## config.mk

```make
export PLATFORM = sky130hd
export DESIGN_NAME = ram_arb
export DESIGN_NICKNAME = d
export VERILOG_FILES = /design/src/rtl/ram_arb_pkg.sv /design/src/rtl/ram_arb_rr_pick2.sv /design/src/rtl/ram_arb.sv
export SDC_FILE = /design/constraint.sdc
export NUM_CORES = 1
export LEC_CHECK = 0
export BUFFER_PORTS_ARGS = -buffer_cell sky130_fd_sc_hd__clkbuf_2
export CAP_MARGIN = 40
export CORE_ASPECT_RATIO = 1.4
export CORE_MARGIN = 10
export CORE_UTILIZATION = 30
export DETAILED_ROUTE_END_ITERATION = 16
export PLACE_DENSITY = 0.83
export RECOVER_POWER = 100
export SLEW_MARGIN = 20
export SYNTH_ARGS = -nofsm -noshare
export SYNTH_HDL_FRONTEND = slang
export SYNTH_SLANG_ARGS = --single-unit
```

## constraint.sdc

```tcl
create_clock -name clk -period 2.1 [get_ports clk]
set_clock_uncertainty 0.15 [all_clocks]
set_input_delay 0.42 -clock clk [delete_from_list [all_inputs] [get_ports clk]]
set_output_delay 0.42 -clock clk [all_outputs]
set_load 0.01 [all_outputs]
```

## src/rtl/ram_arb_pkg.sv

```systemverilog
// Shared constants for the two-port RAM arbiter: FSM state encoding and reset
// value of the last-served pointer.
package ram_arb_pkg;

  // state | meaning
  // RR    | round-robin between both requesters
  // LOCK0 | requester 0 holds the RAM port
  // LOCK1 | requester 1 holds the RAM port
  localparam logic [1:0] ST_RR    = 2'd0;
  localparam logic [1:0] ST_LOCK0 = 2'd1;
  localparam logic [1:0] ST_LOCK1 = 2'd2;

  // last = 1 means requester 1 was served last, so requester 0 wins next
  localparam logic LAST_RST = 1'b1;

endpackage

```

## src/rtl/ram_arb_rr_pick2.sv

```systemverilog
// Two-way round-robin pick: one-hot grant, favouring the requester that was
// not served last when both ask.
module rr_pick2 (
  input  logic       req0,
  input  logic       req1,
  input  logic       last,
  output logic [1:0] gnt
);

  always_comb begin
    gnt = 2'b00;
    if (req0 && req1) begin
      gnt = last ? 2'b01 : 2'b10;
    end else if (req0) begin
      gnt = 2'b01;
    end else if (req1) begin
      gnt = 2'b10;
    end
  end

endmodule

```

## src/rtl/ram_arb.sv

```systemverilog
// Arbiter sharing one external single-port RAM between two requesters, with
// round-robin fairness, optional grant locking and a lock-length limit.
module ram_arb
  import ram_arb_pkg::*;
#(
  parameter int AWID    = 8,
  parameter int DWID    = 16,
  parameter int MAXLOCK = 16
) (
  input  logic            clk,
  input  logic            rst,
  input  logic            i_req0,
  input  logic            i_req1,
  input  logic            i_we0,
  input  logic            i_we1,
  input  logic [AWID-1:0] i_addr0,
  input  logic [AWID-1:0] i_addr1,
  input  logic [DWID-1:0] i_data0,
  input  logic [DWID-1:0] i_data1,
  input  logic            i_lock0,
  input  logic            i_lock1,
  output logic            o_gnt0,
  output logic            o_gnt1,
  output logic            o_rvalid0,
  output logic            o_rvalid1,
  output logic [DWID-1:0] o_rdata,
  output logic            o_ram_we,
  output logic [AWID-1:0] o_ram_addr,
  output logic [DWID-1:0] o_ram_data,
  input  logic [DWID-1:0] i_ram_data
);

  localparam int CW = $clog2(MAXLOCK + 1);
  localparam logic [CW-1:0] CNT_MAX = CW'(MAXLOCK);

  logic [1:0]    state;
  logic [1:0]    state_nxt;
  logic          last;
  logic          last_nxt;
  logic [CW-1:0] lock_cnt;
  logic [CW-1:0] cnt_nxt;
  logic [CW-1:0] cnt_inc;
  logic [1:0]    rr_gnt;
  logic          gnt0;
  logic          gnt1;
  logic          acc_lock;
  logic          other_req;
  logic          rv0_q;
  logic          rv1_q;

  rr_pick2 u_pick (
    .req0 (i_req0),
    .req1 (i_req1),
    .last (last),
    .gnt  (rr_gnt)
  );

  always_comb begin
    gnt0 = 1'b0;
    gnt1 = 1'b0;
    if (!rst) begin
      case (state)
        ST_LOCK0: gnt0 = i_req0;
        ST_LOCK1: gnt1 = i_req1;
        default: begin
          gnt0 = rr_gnt[0];
          gnt1 = rr_gnt[1];
        end
      endcase
    end
  end

  assign o_gnt0 = gnt0;
  assign o_gnt1 = gnt1;

  // The counter is zero in RR, so the first locked grant counts as one.
  assign cnt_inc = (lock_cnt == CNT_MAX) ? CNT_MAX : lock_cnt + CW'(1);

  always_comb begin
    state_nxt = ST_RR;
    last_nxt  = last;
    cnt_nxt   = '0;
    acc_lock  = gnt0 ? i_lock0 : i_lock1;
    other_req = gnt0 ? i_req1 : i_req0;
    if (gnt0 || gnt1) begin
      last_nxt = gnt1;
      if ((cnt_inc == CNT_MAX) && other_req) begin
        state_nxt = ST_RR;
        cnt_nxt   = '0;
      end else if (acc_lock) begin
        state_nxt = gnt0 ? ST_LOCK0 : ST_LOCK1;
        cnt_nxt   = cnt_inc;
      end
    end
  end

  always_ff @(posedge clk) begin
    if (rst) begin
      state    <= ST_RR;
      last     <= LAST_RST;
      lock_cnt <= '0;
      rv0_q    <= 1'b0;
      rv1_q    <= 1'b0;
    end else begin
      state    <= state_nxt;
      last     <= last_nxt;
      lock_cnt <= cnt_nxt;
      rv0_q    <= gnt0 & ~i_we0;
      rv1_q    <= gnt1 & ~i_we1;
    end
  end

  // A read issued just before reset must not surface during the reset cycle.
  assign o_rvalid0 = rv0_q & ~rst;
  assign o_rvalid1 = rv1_q & ~rst;
  assign o_rdata   = i_ram_data;

  assign o_ram_we   = (gnt0 & i_we0) | (gnt1 & i_we1);
  assign o_ram_addr = gnt1 ? i_addr1 : i_addr0;
  assign o_ram_data = gnt1 ? i_data1 : i_data0;

endmodule

```

==> results of run 1 <==
[what timing repair did]
item	4_1_cts	5_1_grt
pin swaps	1	4
cloned	0	0
setup endpoints to repair	27	30
setup buffers	4	2
resized for setup	5	7
hold buffers	0	0
[power breakdown]
| part | total, mW | leakage (nW) | switching (mW) | internal [mW] |
|---|---|---|---|---|
| Combinational | 0.304 | 0.738 | 0.127 | 0.178 |
| Clock | 0.239 | 0.0288 | 0.0744 | 0.165 |
| Sequential | 0.204 | 0.0823 | 0.00570 | 0.198 |
| Total | 0.747 | 0.849 | 0.207 | 0.540 |
[logic make-up after synthesis]
logic type      after synthesis
compound gates                9
xor+xnor                      3
mux                          24
fa+ha+maj                     4
buf+inv                      25
simple gates                 26
flops                        10
[state kept, by name, summed over array words and instances (netlist names)]
signal,count
last,1
lock_cnt,5
rv0_q,1
rv1_q,1
state,2
[cell usage after synthesis, drive strengths merged]
cell    number
and3         2
nand2b       3
o21ai        1
a21o         1
nor2         6
o311ai       1
xnor2        1
and3b        1
inv          6
a22o         1
nand3        3
nor2b        5
a211o        1
xor2         2
dfxtp       10
buf         19
mux2        24
a21oi        1
ha           4
nor3         2
a31oi        2
nor4bb       1
a211oi       1
nor4b        2
or3          1
[path summary, 6_finish.rpt]
check	end	slack [ps]	cells after the start
setup reg to reg	lock_cnt[0]$_SDFF_PP0_	10	9
setup / recovery	o_ram_data[4]	-530	7
hold / removal	rv0_q$_SDFF_PP0_	210	2
hold reg to reg	last$_SDFFE_PP1N_	340	1
[critical path: stages, from the launching register on]
cell and delay, ps:
dfxtp_2 340, inv_2 50, ha_4 220, and3_4 180, nor4b_4 320, buf_12 250
mux2_4 320, clkbuf_2 140
[metrics by stage]
stage	setup WS, ps	cell area (um2)
after CTS	-533.3	1570
after floorplan	-107.9	1095
after global routing	-605.7	1603
after global placement	-252.7	1475
after detailed placement	-270.8	1475
final	-527.5	1603
[layer usage]
metal,part of all wire,GRT usage
met1,0.31,0.1071
met2,0.55,0.2148
met4,0.032,0.06972
met3,0.11,0.06394
met5,0,0
[layout make-up]
cell class                 instances  area [um2]
clock buffer                       4       55.05
fill                             283        1520
inverter                           6       22.52
multi-input combinational         66       728.2
sequential                        10       202.7
tap                               39       48.80
timing repair buffer              97       545.5
[layout by cell type, fill, tap and decap left out, types with 3 or more instances in the layout]
master / instances
clkbuf_2: 79
buf_4: 9
dfxtp_1: 8
nor2_1: 6
nor2b_1: 5
ha_1: 3
buf_6: 4
nand2b_1: 3
mux2_4: 24
clkbuf_8: 4
inv_1: 4
==> impl_metrics.yaml, run 1 <==
floorplanning:
  core_um2: 3123
  ios: 117
  std_cell_rows: 24
  design.die.area_um2: 5973
  die_h_um: 87.53
  initial_utilization: 0.3129
  die_w_um: 68.24
synthesis:
  yosysTopAreaCell: "mux2_2"
  synth_top_family_by_area: "multiplexers"
  synthMuxAreaShare: 0.2766
  ys_warn_count: 0
  syn_area_per_cell_um2: 9.675
  synth_cell_types: 28
  yosys-top-cells-area: "mux2_2, dfxtp_1, buf_4"
  yosysSeqAreaShare: 0.2049
  ys_seq_elements: 10
  synth-xor-area-share: 0.02689
  syn_area_um2: 977.2
  synth_nets: 177
  synth_simple_gate_area_frac: 0.1869
  synth_compound_area_frac: 0.08067
  synthAdderAreaFrac: 0.05122
  synth_top_area_frac: 0.2766
  synth_cells: 101
critical_path:
  cp.required_ps: 1530
  path_max_fanout: 27
  worstSetupPathType: "register to primary output"
  r2r_start: "state[0]$_SDFF_PP0_"
  end_kind: "primary output"
  crit_arrival_ps: 2060
  crit_path_start: "state[0]$_SDFF_PP0_"
  worstSetupStartpointType: "register"
placed_design:
  port_buffers: 84
  hpwl_um: 3267
  dp.cells: 212
  routabilityCongestion: 0.7889
power_and_ir_drop:
  finalPower_mw: 0.7470
  power_per_cell_area_nw_per_um2: 466.1
  p_leak_nw: 0.8490
  vdd_drop_max_v: 0.0003789
global_routing:
  grt_usage: 0.1223
  grt_pass1_wl_um: 5658
  antenna_found_initial: 0
  grt-ovfl-total: 0
  grt_max_degree: 28
  grt_pass1_vias: 1152
timing:
  hold_ws_ps: 209.3
  period_minus_slack_ps: 2628
  finalSetupViolations: 27
  fin_ws_ps: -527.5
  setup_tns_ps: -13420
  finalHoldViolCount: 0
  fmax_mhz: 380.6
  tightest_slew_ps: 494.1
  drv_slew: 0
  rsz0062_at_grt: "true"
  slew_headroom: 0.6686
  period_share: 1.251
clocking:
  cts_inserted_buffers: 3
  cts.htree.levels: 1
  clkSlewWorstSetupHoldPaths_ps: 50
  cts_tree: "built"
  cts_sinks: 10
  cts_buffer_depth: 2
  cts_root_buf: "clkbuf_8"
  clk_latency_ps: 230
routing:
  vias: 1037
  drt_pass1_iterations: 4
  postRouteAntennaNets: 0
  drc_errors: 0
  wl_per_cell_um: 16.95
  drt_iter0_markers: 9
  via_per_inst: 4.671
  wl_um: 3764
job:
  cap_violations: 0
cells_and_area:
  fin_cells: 222
  finalNetCount: 260
  utilization: 0.5132
  antennaDiodeCount: 0
  syn2layout_area_growth_pct: 64.02
  drive_gt1_frac: 0.7486
run_status:
  status: "complete, but fails checks"
  violations: "negative setup slack"
hold_path:
  hp-start: "i_we0"
  hold_class: "input port to register"
Power figures use the tool's default switching activity.
==> run 2: changes to the inputs <==
Settings changed: CELL_PAD_IN_SITES_DETAIL_PLACEMENT from default to 0, CELL_PAD_IN_SITES_GLOBAL_PLACEMENT from default to 2, CORE_UTILIZATION 30 to 14, PLACE_DENSITY 0.83 to 0.82.
==> run 2 against run 1 <==
The run still ends with negative setup slack left; critical path depth up 1; combinational power up 4%; via count down 0.48%; maximum frequency up 1.1%; first-iteration DRC count rose to 5.7 times the previous value; highest routed layer unchanged; global-route usage down 5.8 points; wire length down 3.6%; clock-buffer cell count unchanged; total power up 2.4%.
==> impl_metrics.yaml, run 2 (same netlist as run 1, synthesis figures left out) <==
job:
  cap_violations: 0
global_routing:
  grt-ovfl-total: 0
  grt_max_degree: 12
  grt_pass1_vias: 1186
  grt-busiest-layer: "met2"
  grtUsageMet2: 0.1184
  grt_util_met1: 0.05725
  grt_pass1_wl_um: 5630
  grt_usage: 0.06442
  grtUsageMet3: 0.04274
  antenna_found_initial: 0
hold_path:
  hold_class: "input port to register"
routing:
  vias: 1032
  via_per_inst: 3.686
  drt_pass1_iterations: 4
  wl_per_cell_um: 12.96
  postRouteAntennaNets: 0
  drc_errors: 0
  drt_iter0_markers: 51
  wl_um: 3630
critical_path:
  slowest_stage: "dfxtp_2"
  critPathMaxStageDelay_ps: 330
  crit_chain: "inv_2, ha_4, and3_4, nor4b_4, buf_4, buf_12, mux2_4, clkbuf_2"
  path_max_fanout: 11
  end_kind: "primary output"
  worstSetupStartpointType: "register"
  crit_arrival_ps: 2030
  cp.required_ps: 1530
  worstSetupPathType: "register to primary output"
clocking:
  cts_tree: "built"
  cts_sinks: 10
  hold_buffers: 0
  cts_buffer_depth: 2
  clk_latency_ps: 240
  clkSlewWorstSetupHoldPaths_ps: 50
  cts.htree.levels: 1
  cts_root_buf: "clkbuf_8"
  cts_inserted_buffers: 3
timing:
  rsz0062_at_grt: "true"
  setup_tns_ps: -12820
  hold_ws_ps: 209.8
  finalSetupViolations: 31
  drv_slew: 0
  period_minus_slack_ps: 2599
  period_share: 1.238
  fin_ws_ps: -499.0
  finalHoldViolCount: 0
  slew_headroom: 0.6987
  fmax_mhz: 384.8
  tightest_slew_ps: 445.9
placed_design:
  placed_area_um2: 1553
  dp_slack_ps: -273.9
  routabilityCongestion: 0.6992
  port_buffers: 84
  dp.cells: 269
  hpwl_um: 3081
floorplanning:
  design.die.area_um2: 10770
  std_cell_rows: 36
  die_w_um: 90.61
  die_h_um: 118.9
  ios: 117
  initial_utilization: 0.1418
  core_um2: 6892
run_status:
  violations: "negative setup slack"
  status: "complete, but fails checks"
power_and_ir_drop:
  finalPower_mw: 0.7652
  p_leak_nw: 0.8743
  power_per_cell_area_nw_per_um2: 444.1
  vdd_drop_max_v: 0.0002065
cells_and_area:
  largest-register: "lock_cnt"
  seqCellArea_um2: 202.7
  mostFrequentLayoutCells: "clkbuf_2, mux2_4, buf_4"
  reg_top3: "lock_cnt x5, state x2"
  multi_input_area_um2: 713.2
  fill_cells: 747
  antennaDiodeCount: 0
  fin_cells: 280
  drive_gt1_frac: 0.7351
  stdcell_area_um2: 1723
  utilization: 0.2500
  syn2layout_area_growth_pct: 76.31
  final_common_cell: "clkbuf_2"
  finalNetCount: 262
  largest_reg_flops: 5
## run 2: critical path, delay by kind of cell (launching register included)
kind	cells	cell delay, ps
and+or+nand+nor	2	450
adders and majority gates	1	200
DFF	1	330
buffers and inverters	4	490
muxes	1	300
## run 2: repair_timing
item / in CTS / in global routing
endpoints found under the setup margin: 27 / 34
resized for setup: 3 / 12
setup buffers: 5 / 1
pin swaps: 4 / 2
gates cloned: 1 / 0
## run 2: power by group
group	internal [mW]	total (mW)	switching (mW)
combinational	0.194	0.316	0.122
clock	0.165	0.246	0.0806
sequential	0.198	0.203	0.00545
## run 2: path summary, 6_finish.rpt
kind,slack (ps),cells past startpoint,from,endpoint
worst max-delay path,-500,8,state[0]$_SDFF_PP0_,o_ram_data[6]
worst min-delay path,210,2,i_we0,rv0_q$_SDFF_PP0_
worst max register to register,-20,9,state[0]$_SDFF_PP0_,lock_cnt[3]$_SDFF_PP0_
worst min register to register,380,1,lock_cnt[0]$_SDFF_PP0_,lock_cnt[0]$_SDFF_PP0_
## run 2: per-layer routing
metal,vias to the layer above,part of all wire
met3,2,0.12
met2,62,0.53
li1,505,-
met5,-,0
met4,0,0.0039
met1,463,0.34
## run 2: cell type report
cell class,instances,area share
clock buffers,4,0.03195
inverters,6,0.01307
multi-input cells,66,0.4139
flip-flops and latches,10,0.1176
well taps,95,0.06899
repair buffers,99,0.3544
==> run 3: changes to the inputs <==
Settings changed: ABC_CLOCK_PERIOD_IN_PS from default to 2100, CORE_MARGIN 10 to 5, PLACE_DENSITY 0.82 to 0.83.
==> run 3 against run 2 <==
The flow still finishes with violations (negative setup slack); worst hold slack gained 1.1 ps; sequential power about the same; die area is 19% lower; final cell count fell by 2.5%; total power decreased by 5.3%; flip-flop and latch count did not move; largest cell class unchanged; highest routed layer unchanged.
==> impl_metrics.yaml, run 3 (same netlist as run 1, synthesis figures left out) <==
power_and_ir_drop:
  p_leak_nw: 0.8172
  vdd_drop_max_v: 0.0001944
  power_per_cell_area_nw_per_um2: 449.7
placed_design:
  routabilityCongestion: 0.7248
  dp.cells: 267
  port_buffers: 84
  dp_slack_ps: -286.1
  placed_area_um2: 1538
  hpwl_um: 2493
global_routing:
  grt_usage: 0.06170
  grt_pass1_vias: 986
  grt_pass1_wl_um: 4271
  grt-ovfl-total: 0
  grt_max_degree: 31
  antenna_found_initial: 0
cells_and_area:
  drive_gt1_frac: 0.7247
  stdcell_area_um2: 1612
  seqCellArea_um2: 202.7
  syn2layout_area_growth_pct: 64.92
  finalNetCount: 255
  largest_reg_flops: 5
  multi_input_area_um2: 719.4
  fin_cells: 273
  mostFrequentLayoutCells: "clkbuf_2, mux2_4, dfxtp_1"
  reg_top3: "lock_cnt x5, state x2"
  final_common_cell: "clkbuf_2"
  antennaDiodeCount: 0
  largest-register: "lock_cnt"
  fill_cells: 747
floorplanning:
  die_w_um: 80.61
  core_um2: 6892
  ios: 117
  die_h_um: 108.9
  design.die.area_um2: 8775
  initial_utilization: 0.1418
  std_cell_rows: 36
critical_path:
  critPathMaxStageDelay_ps: 330
  worstSetupPathType: "register to primary output"
  end_kind: "primary output"
  crit_chain: "inv_2, ha_4, and3_4, nor4b_4, buf_12, mux2_4, clkbuf_2"
  cp_num_buf_inv: 3
  worstSetupStartpointType: "register"
  crit_arrival_ps: 2060
  path_max_fanout: 30
  cp.required_ps: 1530
  slowest_stage: "dfxtp_2"
  crit_family: "simple AND/OR/NAND/NOR gates"
routing:
  postRouteAntennaNets: 0
  wl_per_cell_um: 10.37
  drc_errors: 0
  vias: 998
  wl_um: 2831
  via_per_inst: 3.656
  drt_pass1_iterations: 2
  drt_iter0_markers: 1
timing:
  drv_slew: 0
  rsz0062_at_grt: "true"
  fmax_mhz: 380.5
  tightest_slew_ps: 449.9
  finalSetupViolations: 27
  period_share: 1.252
  slew_headroom: 0.6983
  finalHoldViolCount: 0
  period_minus_slack_ps: 2628
  fin_ws_ps: -528.2
clocking:
  cts_sinks: 10
  clk_latency_ps: 240
  cts.htree.levels: 1
  cts_inserted_buffers: 3
  clkSlewWorstSetupHoldPaths_ps: 50
  cts_root_buf: "clkbuf_8"
  hold_buffers: 0
  cts_tree: "built"
  cts_buffer_depth: 2
run_status:
  status: "complete, but fails checks"
  violations: "negative setup slack"
hold_path:
  hold_class: "input port to register"
job:
  cap_violations: 0
## run 3: changes by cell type in the layout (fill, tap and decap cells not counted), moves of 2 or more
| cell | change |
|---|---|
| buf_4 | -5 |
| buf_6 | -5 |
| buf_2 | +2 |
| clkbuf_2 | +2 |
## run 3: final cells by class
cell class,instances,share of cell area
Timing Repair Buffer,92,0.3059
Inverter,6,0.01398
Sequential cell,10,0.1258
Multi-Input combinational cell,66,0.4464
Tap cell,95,0.07376
Clock buffer,4,0.03416
## run 3: through the flow
stage | hold WS, ps | setup TNS [ps] | utilization | power [mW]
global route | 210.9 | -14900 | 0.2338 | 0.7666
finish | 210.9 | -13300 | 0.2338 | 0.7248
CTS | 199.6 | -13630 | 0.2311 | 0.7306
detailed placement | 353.9 | -6698 | 0.2231 | 0.4840
floorplan | 302.0 | -2426 | - | 0.3971
global placement | 358.6 | -6347 | 0.2231 | 0.4827
## run 3: layer usage
metal  track usage  up-vias  part of all wire
met5             0        -                 0
met4       0.03865        0             0.023
met3       0.01570        6             0.094
met2        0.1090       60              0.52
met1       0.06410      439              0.36
li1              -      493                 -
## run 3: repair_timing
action,in CTS,in global routing
buffers inserted,0,2
gates resized for setup,0,7
cloned,0,0
pin swaps,0,3
setup endpoints to repair,27,27
## run 3: where the power goes
group          switching (mW)  internal (mW)  leakage, nW
clock                  0.0770          0.165       0.0288
combinational           0.113          0.167        0.706
sequential            0.00496          0.198       0.0823
## run 3: final timing paths
kind	from	end	slack, ps	cells past startpoint
min reg2reg	lock_cnt[0]$_SDFF_PP0_	lock_cnt[0]$_SDFF_PP0_	360	1
min	i_we0	rv0_q$_SDFF_PP0_	210	2
max reg2reg	state[0]$_SDFF_PP0_	lock_cnt[4]$_SDFF_PP0_	70	8
max	state[0]$_SDFF_PP0_	o_ram_addr[3]	-530	7
